[config.mk]
export PLATFORM = sky130hd
export DESIGN_NAME = instruction_fetch_unit_flat
export DESIGN_NICKNAME = d
export VERILOG_FILES = /design/src/rtl/instruction_fetch_unit_if.sv /design/src/rtl/instruction_fetch_unit.sv /design/src/flat_wrapper.sv
export SDC_FILE = /design/constraint.sdc
export NUM_CORES = 1
export LEC_CHECK = 0
export CAP_MARGIN = 40
export CORE_UTILIZATION = 40
export DETAILED_ROUTE_END_ITERATION = 6
export PLACE_DENSITY = 0.69
export SLEW_MARGIN = 20
export SYNTH_ARGS = -nofsm -noshare
export SYNTH_HDL_FRONTEND = slang
export SYNTH_SLANG_ARGS = --single-unit
[constraint.sdc]
create_clock -name CLK -period 2.5 [get_ports CLK]
set_input_delay 0.75 -clock CLK [delete_from_list [all_inputs] [get_ports CLK]]
set_output_delay 0.75 -clock CLK [all_outputs]
set_load 0.005 [all_outputs]
[src/rtl/instruction_fetch_unit_if.sv]
// Instruction-memory read port, decode handshake and redirect/fault signals
// shared by the fetch unit (master) and its environment (slave).
interface instruction_fetch_unit_if;
    logic [63:0] Address;
    logic [31:0] Data;
    logic        InstrValid;
    logic        InstrReady;
    logic [31:0] Instr;
    logic [63:0] InstrPC;
    logic        Redirect;
    logic [63:0] RedirectPC;
    logic        Fault;

    modport master (
        output Address,
        input  Data,
        output InstrValid,
        input  InstrReady,
        output Instr,
        output InstrPC,
        input  Redirect,
        input  RedirectPC,
        output Fault
    );

    modport slave (
        input  Address,
        output Data,
        input  InstrValid,
        output InstrReady,
        input  Instr,
        input  InstrPC,
        output Redirect,
        output RedirectPC,
        input  Fault
    );
endinterface

[src/rtl/instruction_fetch_unit.sv]
// Fetch PC / settle-timer FSM feeding a small {PC, instruction} queue to decode.
// Optional alignment fault checking on redirects is enabled by IFU_ALIGN_CHECK_EN.
module instruction_fetch_unit #(
    parameter int unsigned WAIT_CYCLES = 2,
    parameter int unsigned QDEPTH      = 2,
    parameter logic [63:0] RESET_PC    = 64'h0
) (
    input logic                        CLK,
    input logic                        Reset_L,
    instruction_fetch_unit_if.master   ifu
);

    localparam int unsigned CW = (WAIT_CYCLES > 0) ? $clog2(WAIT_CYCLES + 1) : 1;
    localparam int unsigned NW = $clog2(QDEPTH + 1);
    localparam logic [CW-1:0] CNT_RELOAD = CW'(WAIT_CYCLES);
    localparam logic [NW-1:0] NFULL      = NW'(QDEPTH);

`ifdef IFU_ALIGN_CHECK_EN
    typedef enum logic [1:0] {S_WAIT, S_HOLD, S_FAULT} state_t;
`else
    typedef enum logic {S_WAIT, S_HOLD} state_t;
`endif

    state_t        state, state_n;
    logic [CW-1:0] cnt, cnt_n;
    logic [63:0]   fetch_pc, fetch_pc_n;
    logic [NW-1:0] count;
    logic [NW-1:0] wr_idx;
    logic [63:0]   q_pc  [QDEPTH];
    logic [31:0]   q_ins [QDEPTH];
    logic          push, pop, flush, space;

    always_ff @(posedge CLK or negedge Reset_L) begin
        if (!Reset_L) begin
            state    <= S_WAIT;
            cnt      <= CNT_RELOAD;
            fetch_pc <= RESET_PC;
        end else begin
            state    <= state_n;
            cnt      <= cnt_n;
            fetch_pc <= fetch_pc_n;
        end
    end

    always_comb begin
        state_n    = state;
        cnt_n      = cnt;
        fetch_pc_n = fetch_pc;
        push       = 1'b0;
        flush      = 1'b0;
        pop        = (count != '0) && ifu.InstrReady;
        space      = (count != NFULL) || pop;
        if (ifu.Redirect) begin
            // Redirect outranks everything: the in-flight sample and any pop are dropped.
            flush   = 1'b1;
            pop     = 1'b0;
            cnt_n   = CNT_RELOAD;
            state_n = S_WAIT;
`ifdef IFU_ALIGN_CHECK_EN
            fetch_pc_n = ifu.RedirectPC;
            if (ifu.RedirectPC[1:0] != 2'b00)
                state_n = S_FAULT;
`else
            fetch_pc_n = ifu.RedirectPC & ~64'h3;
`endif
        end else begin
            case (state)
                S_WAIT: begin
                    if (cnt != '0) begin
                        cnt_n = cnt - CW'(1);
                    end else if (space) begin
                        push       = 1'b1;
                        fetch_pc_n = fetch_pc + 64'd4;
                        cnt_n      = CNT_RELOAD;
                    end else begin
                        state_n = S_HOLD;
                    end
                end
                S_HOLD: begin
                    if (space) begin
                        push       = 1'b1;
                        fetch_pc_n = fetch_pc + 64'd4;
                        cnt_n      = CNT_RELOAD;
                        state_n    = S_WAIT;
                    end
                end
                default: begin
                    state_n = state;
                end
            endcase
        end
    end

    assign wr_idx = count - NW'(pop);

    // Shift-register queue: entry 0 is always the head, so outputs come straight from flops.
    always_ff @(posedge CLK or negedge Reset_L) begin
        if (!Reset_L) begin
            count <= '0;
            for (int unsigned i = 0; i < QDEPTH; i++) begin
                q_pc[i]  <= '0;
                q_ins[i] <= '0;
            end
        end else if (flush) begin
            count <= '0;
        end else begin
            count <= count + NW'(push) - NW'(pop);
            for (int unsigned i = 0; i < QDEPTH; i++) begin
                if (push && (wr_idx == NW'(i))) begin
                    q_pc[i]  <= fetch_pc;
                    q_ins[i] <= ifu.Data;
                end else if (pop && (i + 1 < QDEPTH)) begin
                    q_pc[i]  <= q_pc[(i + 1) % QDEPTH];
                    q_ins[i] <= q_ins[(i + 1) % QDEPTH];
                end
            end
        end
    end

    assign ifu.Address    = fetch_pc;
    assign ifu.InstrValid = (count != '0);
    assign ifu.Instr      = q_ins[0];
    assign ifu.InstrPC    = q_pc[0];
`ifdef IFU_ALIGN_CHECK_EN
    assign ifu.Fault      = (state == S_FAULT);
`else
    assign ifu.Fault      = 1'b0;
`endif

endmodule

[src/flat_wrapper.sv]
// flat-port wrapper written by rule: the top's interface ports become plain ports
module instruction_fetch_unit_flat 
#(
    parameter int unsigned WAIT_CYCLES = 2,
    parameter int unsigned QDEPTH      = 2,
    parameter logic [63:0] RESET_PC    = 64'h0
)
  (CLK, Reset_L, ifu_Address, ifu_Data, ifu_InstrValid, ifu_InstrReady, ifu_Instr, ifu_InstrPC, ifu_Redirect, ifu_RedirectPC, ifu_Fault);
  instruction_fetch_unit_if ifu_i ();
  input logic CLK;
  input logic Reset_L;
  output wire logic [$bits(ifu_i.Address)-1:0] ifu_Address;
  input wire logic [$bits(ifu_i.Data)-1:0] ifu_Data;
  output wire logic [$bits(ifu_i.InstrValid)-1:0] ifu_InstrValid;
  input wire logic [$bits(ifu_i.InstrReady)-1:0] ifu_InstrReady;
  output wire logic [$bits(ifu_i.Instr)-1:0] ifu_Instr;
  output wire logic [$bits(ifu_i.InstrPC)-1:0] ifu_InstrPC;
  input wire logic [$bits(ifu_i.Redirect)-1:0] ifu_Redirect;
  input wire logic [$bits(ifu_i.RedirectPC)-1:0] ifu_RedirectPC;
  output wire logic [$bits(ifu_i.Fault)-1:0] ifu_Fault;
  assign ifu_Address = ifu_i.Address;
  assign ifu_i.Data = ifu_Data;
  assign ifu_InstrValid = ifu_i.InstrValid;
  assign ifu_i.InstrReady = ifu_InstrReady;
  assign ifu_Instr = ifu_i.Instr;
  assign ifu_InstrPC = ifu_i.InstrPC;
  assign ifu_i.Redirect = ifu_Redirect;
  assign ifu_i.RedirectPC = ifu_RedirectPC;
  assign ifu_Fault = ifu_i.Fault;
  instruction_fetch_unit #(.WAIT_CYCLES(WAIT_CYCLES), .QDEPTH(QDEPTH), .RESET_PC(RESET_PC)) u_core (.CLK(CLK), .Reset_L(Reset_L), .ifu(ifu_i));
endmodule
* Yosys cells after proc, flatten, opt, wreduce, memory -nomap -nowiden
Cells that the tools add are included.
** Word-level totals
- Input bits :: 100
- Logic and storage cells :: 51
- Output and inout bits :: 162
- Register bits :: 261
** Cells by class
- Muxes and demuxes :: 23
- Add/sub/neg operators :: 5
- Eq/ne operators :: 3
- Bitwise logic cells :: 2
- Reductions and logical operators :: 10
** Operator list (number)
- two-way mux 64 bit :: 5
- one-hot mux 64 bit (2 select lines) :: 1
- adder 64 x 3 -> 64 bit, second input constant :: 1
- two-way mux 32 bit :: 2
- two-way mux 1 bit :: 8
- two-way mux 2 bit :: 4
- nonzero test 2 bit :: 3
- one-hot mux 1 bit (2 select lines) :: 2
- one-hot mux 2 bit (2 select lines) :: 1
- AND reduction 2 bit :: 2
- subtractor 2 x 1 -> 2 bit :: 2
- logical AND 1 bit :: 3
- != test 3 bit, second input constant :: 1
- adder 2 x 1 -> 2 bit :: 1
- equality test 2 x 1 -> 1 bit, second input constant :: 1
- zero test 2 bit :: 1
- != test 2 bit, second input constant :: 1
- NOT 1 bit :: 2
- subtractor 2 x 1 -> 2 bit, second input constant :: 1
- logical OR 1 bit :: 1

* Longest topological paths before layout
Gate-level depths: netlist (run 1).
- Depth in word-level cells :: 10
- Depth in mapped cells :: 8
- Depth with buffers taken out :: 7

* Worst setup path before layout (run 1)
No wires, ideal clock.
- Kind :: input port to flip-flop
- Start point :: input port ifu_Redirect
- End point :: register u_core.q_pc (netlist bit u_core.ifu.InstrPC[60])
- Path buffers :: 4
- Cell stages on the path :: 8
- Required time :: 2.365 ns
- Data arrival time :: 2.365 ns
- Slack :: 0.000 ns
- Library setup time :: 0.135 ns
- Path through :: inv_1 -> buf_2 -> and3_1 -> clkbuf_1 -> buf_1 -> clkbuf_1 -> mux2i_1 -> o21ai_0
** On the way
- Cells in the longest elaborated chain, start to end :: 6
- Elaborated cells between the ends (all ways) :: 10
- Those cells by class :: 1 x add/sub; 4 x mux; 1 x bitwise; 4 x reduce/logical
** RTL lines
- from (decl) :: RTL line flat_wrapper.sv:18 : input wire logic [$bits(ifu_i.Redirect)-1:0] ifu_Redirect;
- two-way mux 1 bit :: RTL line instruction_fetch_unit.sv:53 : if (ifu.Redirect) begin
- subtractor 2 x 1 -> 2 bit :: RTL line instruction_fetch_unit.sv:94 : assign wr_idx = count - NW'(pop);
- zero test 2 bit :: RTL line instruction_fetch_unit.sv:109 : if (push && (wr_idx == NW'(i))) begin
- logical AND 1 bit :: RTL line instruction_fetch_unit.sv:109
- nonzero test 2 bit (no source line)
- AND reduction 2 bit (no source line)
- to (signal, indexed assignment) :: RTL line instruction_fetch_unit.sv:110 : q_pc[i] <= fetch_pc;
- to (signal, indexed assignment) :: RTL line instruction_fetch_unit.sv:113 : q_pc[i] <= q_pc[(i + 1) % QDEPTH];
- to (decl) :: RTL line instruction_fetch_unit.sv:29 : logic [63:0] q_pc [QDEPTH];
Several ways; a longest one is shown, not always the timed one.
A chain may end at the register's enable or synchronous reset.

* Worst setup path in the final report (run 1)
- Start point :: register u_core.fetch_pc[50], in the netlist u_core.ifu.Address[50]
- End point :: output port ifu_Address[50]
** RTL lines
- from (decl) :: RTL line instruction_fetch_unit.sv:26 : logic [63:0] fetch_pc, fetch_pc_n;
- from (signal assigned) :: RTL line instruction_fetch_unit.sv:41 : fetch_pc <= fetch_pc_n;
- to (decl) :: RTL line flat_wrapper.sv:12 : output wire logic [$bits(ifu_i.Address)-1:0] ifu_Address;
No word-level cell between the ends.

==> results of run 1 <==
==> placed cells by master (no fill, tap or decap), drive strengths merged, types with 12 or more instances in the layout <==
cell and n:
nand3 32, mux2i 95, xor2 17, mux2 98, nand2 174, o21ai 138
dfrtp 254, nor3 23, nand4 23, nor2 24, xnor2 25, nor4 23
buf 101, and3 12, clkdlybuf4s50 251, clkbuf 38
==> path summary, 6_finish.rpt <==
kind / slack [ps] / end / cells after the start
min in group asynchronous: 630 / u_core.ifu.InstrPC[51]$_DFFE_PN0P_ / 2
hold reg to reg: 500 / u_core.q_pc[44]$_DFFE_PN0P_ / 1
max in group asynchronous: 1140 / u_core.q_pc[8]$_DFFE_PN0P_ / 3
setup / recovery: 110 / ifu_Address[50] / 1
setup reg to reg: 150 / u_core.ifu.Address[55]$_DFFE_PN0P_ / 6
hold / removal: 500 / u_core.q_pc[44]$_DFFE_PN0P_ / 1
==> worst register-to-register path, stage by stage (launching register included) <==
cell and delay [ps]:
dfrtp_1 360, nand4_1 140, or4_4 590, nor4_4 370, nand3_2 160, or4_1 490
a31oi_1 180
==> sequential cells by signal (all words and copies together), names as in the netlist <==
signal	cells
u_core.ifu.Address	62
u_core.ifu.InstrPC	62
u_core.q_pc	62
u_core.ifu.Instr	32
u_core.q_ins	32
u_core.cnt	2
u_core.count	2
u_core.state	1
==> power breakdown <==
group          internal [mW]  switching, mW  total, mW  leakage [nW]
clock network           3.07           1.72       4.78         0.512
registers               5.15          0.605       5.76          3.26
logic                   2.03           1.21       3.24          3.07
total                   10.3           3.53       13.8          6.85
==> synthesized netlist by cell type (12+ instances only) <==
cell / number / area (sq um)
xnor2_1: 25 / 219
buf_4: 99 / 743
xor2_1: 17 / 149
nand3_1: 31 / 155
nor2_1: 24 / 90.1
nand4_1: 23 / 144
dfrtp_1: 254 / 6360
nor3_1: 22 / 110
mux2_2: 98 / 1100
nand2_1: 174 / 653
nor4_1: 21 / 131
mux2i_1: 95 / 951
o21ai_0: 137 / 686
and3_1: 12 / 75.1
clkbuf_1: 52 / 195
==> layout make-up <==
type	instances	area share, %
Clock buffer	38	4.59
Clock inverter	16	1.92
Inverter	7	0.159
Multi-Input combinational cell	753	30.6
Sequential cell	255	38.6
Tap cell	396	3.00
Timing Repair Buffer	354	21.1
==> cells by family after synthesis <==
kind of cell               share of synthesized area, %
and+or+nand+nor                                    12.7
DFF                                                51.4
AOI/OAI and AO/OA                                  7.95
adders and majority gates                         0.201
xor gates and xnor gates                           2.96
other                                            0.0302
muxes                                              16.5
buffers and inverters                              8.26
==> metal layers <==
layer  routed length (um)  share of wire, %
met5                    8             0.025
met4                  856               2.7
met3                 2250               7.0
met2                15100                47
met1                14100                44
==> what timing repair did <==
item / 4_1_cts / 5_1_grt
pin swaps: 0 / 3
hold endpoints to repair: 12 / 0
endpoints found under the setup margin: 1 / 2
hold buffers: 1 / 0
resized for setup: 1 / 2
setup buffers: 0 / 0
==> summary.md, run 1 <==
| Metric | Value |
|---|---|
| P_leak | 6.85 nW |
| Crit path max fanout | 8 |
| Status | completed |
| Die Wd | 178 um |
| First-pass GRT wire length | 50500 um |
| Via count | 9397 |
| Setup_tns | 0 ps |
| Part of the Yosys area used for sequential elements | 51.4% |
| Met1 global-route usage | 26.8% |
| RSZ-0062 raised after global routing | no |
| Worst EP arrival | 1640 ps |
| Clk pin slew, worst setup/hold paths | 60 ps |
| Final Max Tran Viols | 0 |
| Post-route setup slack | 107 ps |
| CP cell instances | clkdlybuf4s50_1 |
| Most used routing layer | met2 |
| Final period util | 95.7% |
| TritonCTS buffer count | 29 |
| Post-DP Area | 15400 sq um |
| Final instance area | 16500 sq um |
| Final Hold Fails | 0 |
| Depth of the CTS H-tree | 1 |
| CTS Buffer Depth | 3 |
| Antenna Nets Post-Route | 0 |
| Max VDD drop | 0.598 mV |
| Non-filler cells, final | 1819 |
| Worst reg2reg startpoint | u_core.ifu.Address[12]$_DFFE_PN0P_ |
| Maxcap violations | 0 |
| Via/cell ratio | 5.17 |
| Die area | 31800 sq um |
| CP max stage delay | 570 ps |
| Rows | 64 |
| Area grow syn2layout | 33.1% |
| Fillers | 2637 |
| Vias in the first global route | 9348 |
| Initial Util | 40.6% |
| Layout cells sized above 1 | 18.5% |
| Max_slew headroom | 65.9% |
| CTS tree | done |
| Unique masters post-synth | 51 |
| Final Routed Wirelength | 32300 um |
| CP max-delay cell | clkdlybuf4s50_1 |
| Core area | 30600 sq um |
| DRC Markers | 0 |
| Gr usage total | 20.1% |
| Area of the multi-input gates | 5060 sq um |
| GR Util met2 | 32.7% |
| Root Buffer | clkbuf_16 |
| CP endpoint kind | primary output |
| F_max | 418 MHz |
| Final min period | 2390 ps |
| PwrDens | 834 nW/um^2 |
| Register area | 6380 sq um |
| Critical Path Start | u_core.ifu.Address[50]$_DFFE_PN0P_ |
| Main synth FF type | dfrtp_1 |
| Die H | 178 um |
| Cells after Synth | 1176 |
| Final Util | 54.0% |
| WL per Instance | 17.8 um |
| Hold Path Class | reg -> reg |
| Grt ovf | 0 |
| Crit Path Category | reg -> out |
| ANT cells | 0 |
| EDFF count, synth | 0 |
| Total power | 13.8 mW |
| CTS sink cnt | 255 |
| Setup Skew | 15.7 ps |
| DP Worst Slack | -323 ps |
| Final Wtd Congestion | 0.829 |
| Setup violators final | 0 |
| Dpl cells | 1764 |
| Post-Syn Area | 12400 sq um |
| Yosys Warn Count | 0 |
| I/O pin count | 262 |
| Largest net degree at the start of global routing | 95 |
| Crit path launch type | flip-flop |
| Worst hold path startpoint | u_core.q_pc[44]$_DFFE_PN0P_ |
| Port buffer count | 254 |
| Initial antenna violation count | 1 |
| Req. time, crit path | 1750 ps |
| Delay-heaviest family, CP | buffers and inverters |
| Starting DRC count in detailed routing | 539 |
| Final #Nets | 1502 |
| Worst-skew pair later-pin latency | 550 ps |
| WP buf/inv | 1 |
| M3 GR Usage | 4.71% |
| Ys async rst share | 100% |
| Average size of a mapped cell | 10.6 sq um |
| Slew @ Worst Pin | 512 ps |
| Fin Hold WS | 504 ps |
| Seq cells post-synth | 255 |
| First-pass DRT Iterations | 6 |
| Dpl hpwl | 22900 um |
Power figures use the tool's default switching activity.
==> run 2, diff against run 1 <==
Settings changed: SLEW_MARGIN 20 to unset.
==> results of run 2 <==
Same layout as run 1: the final DEF is identical, and so are final timing and power.
==> run 3, diff against run 2 <==
Settings changed: HOLD_SLACK_MARGIN set to 0.1.
==> results of run 3 <==
Same layout as run 1: the final DEF is identical, and so are final timing and power.
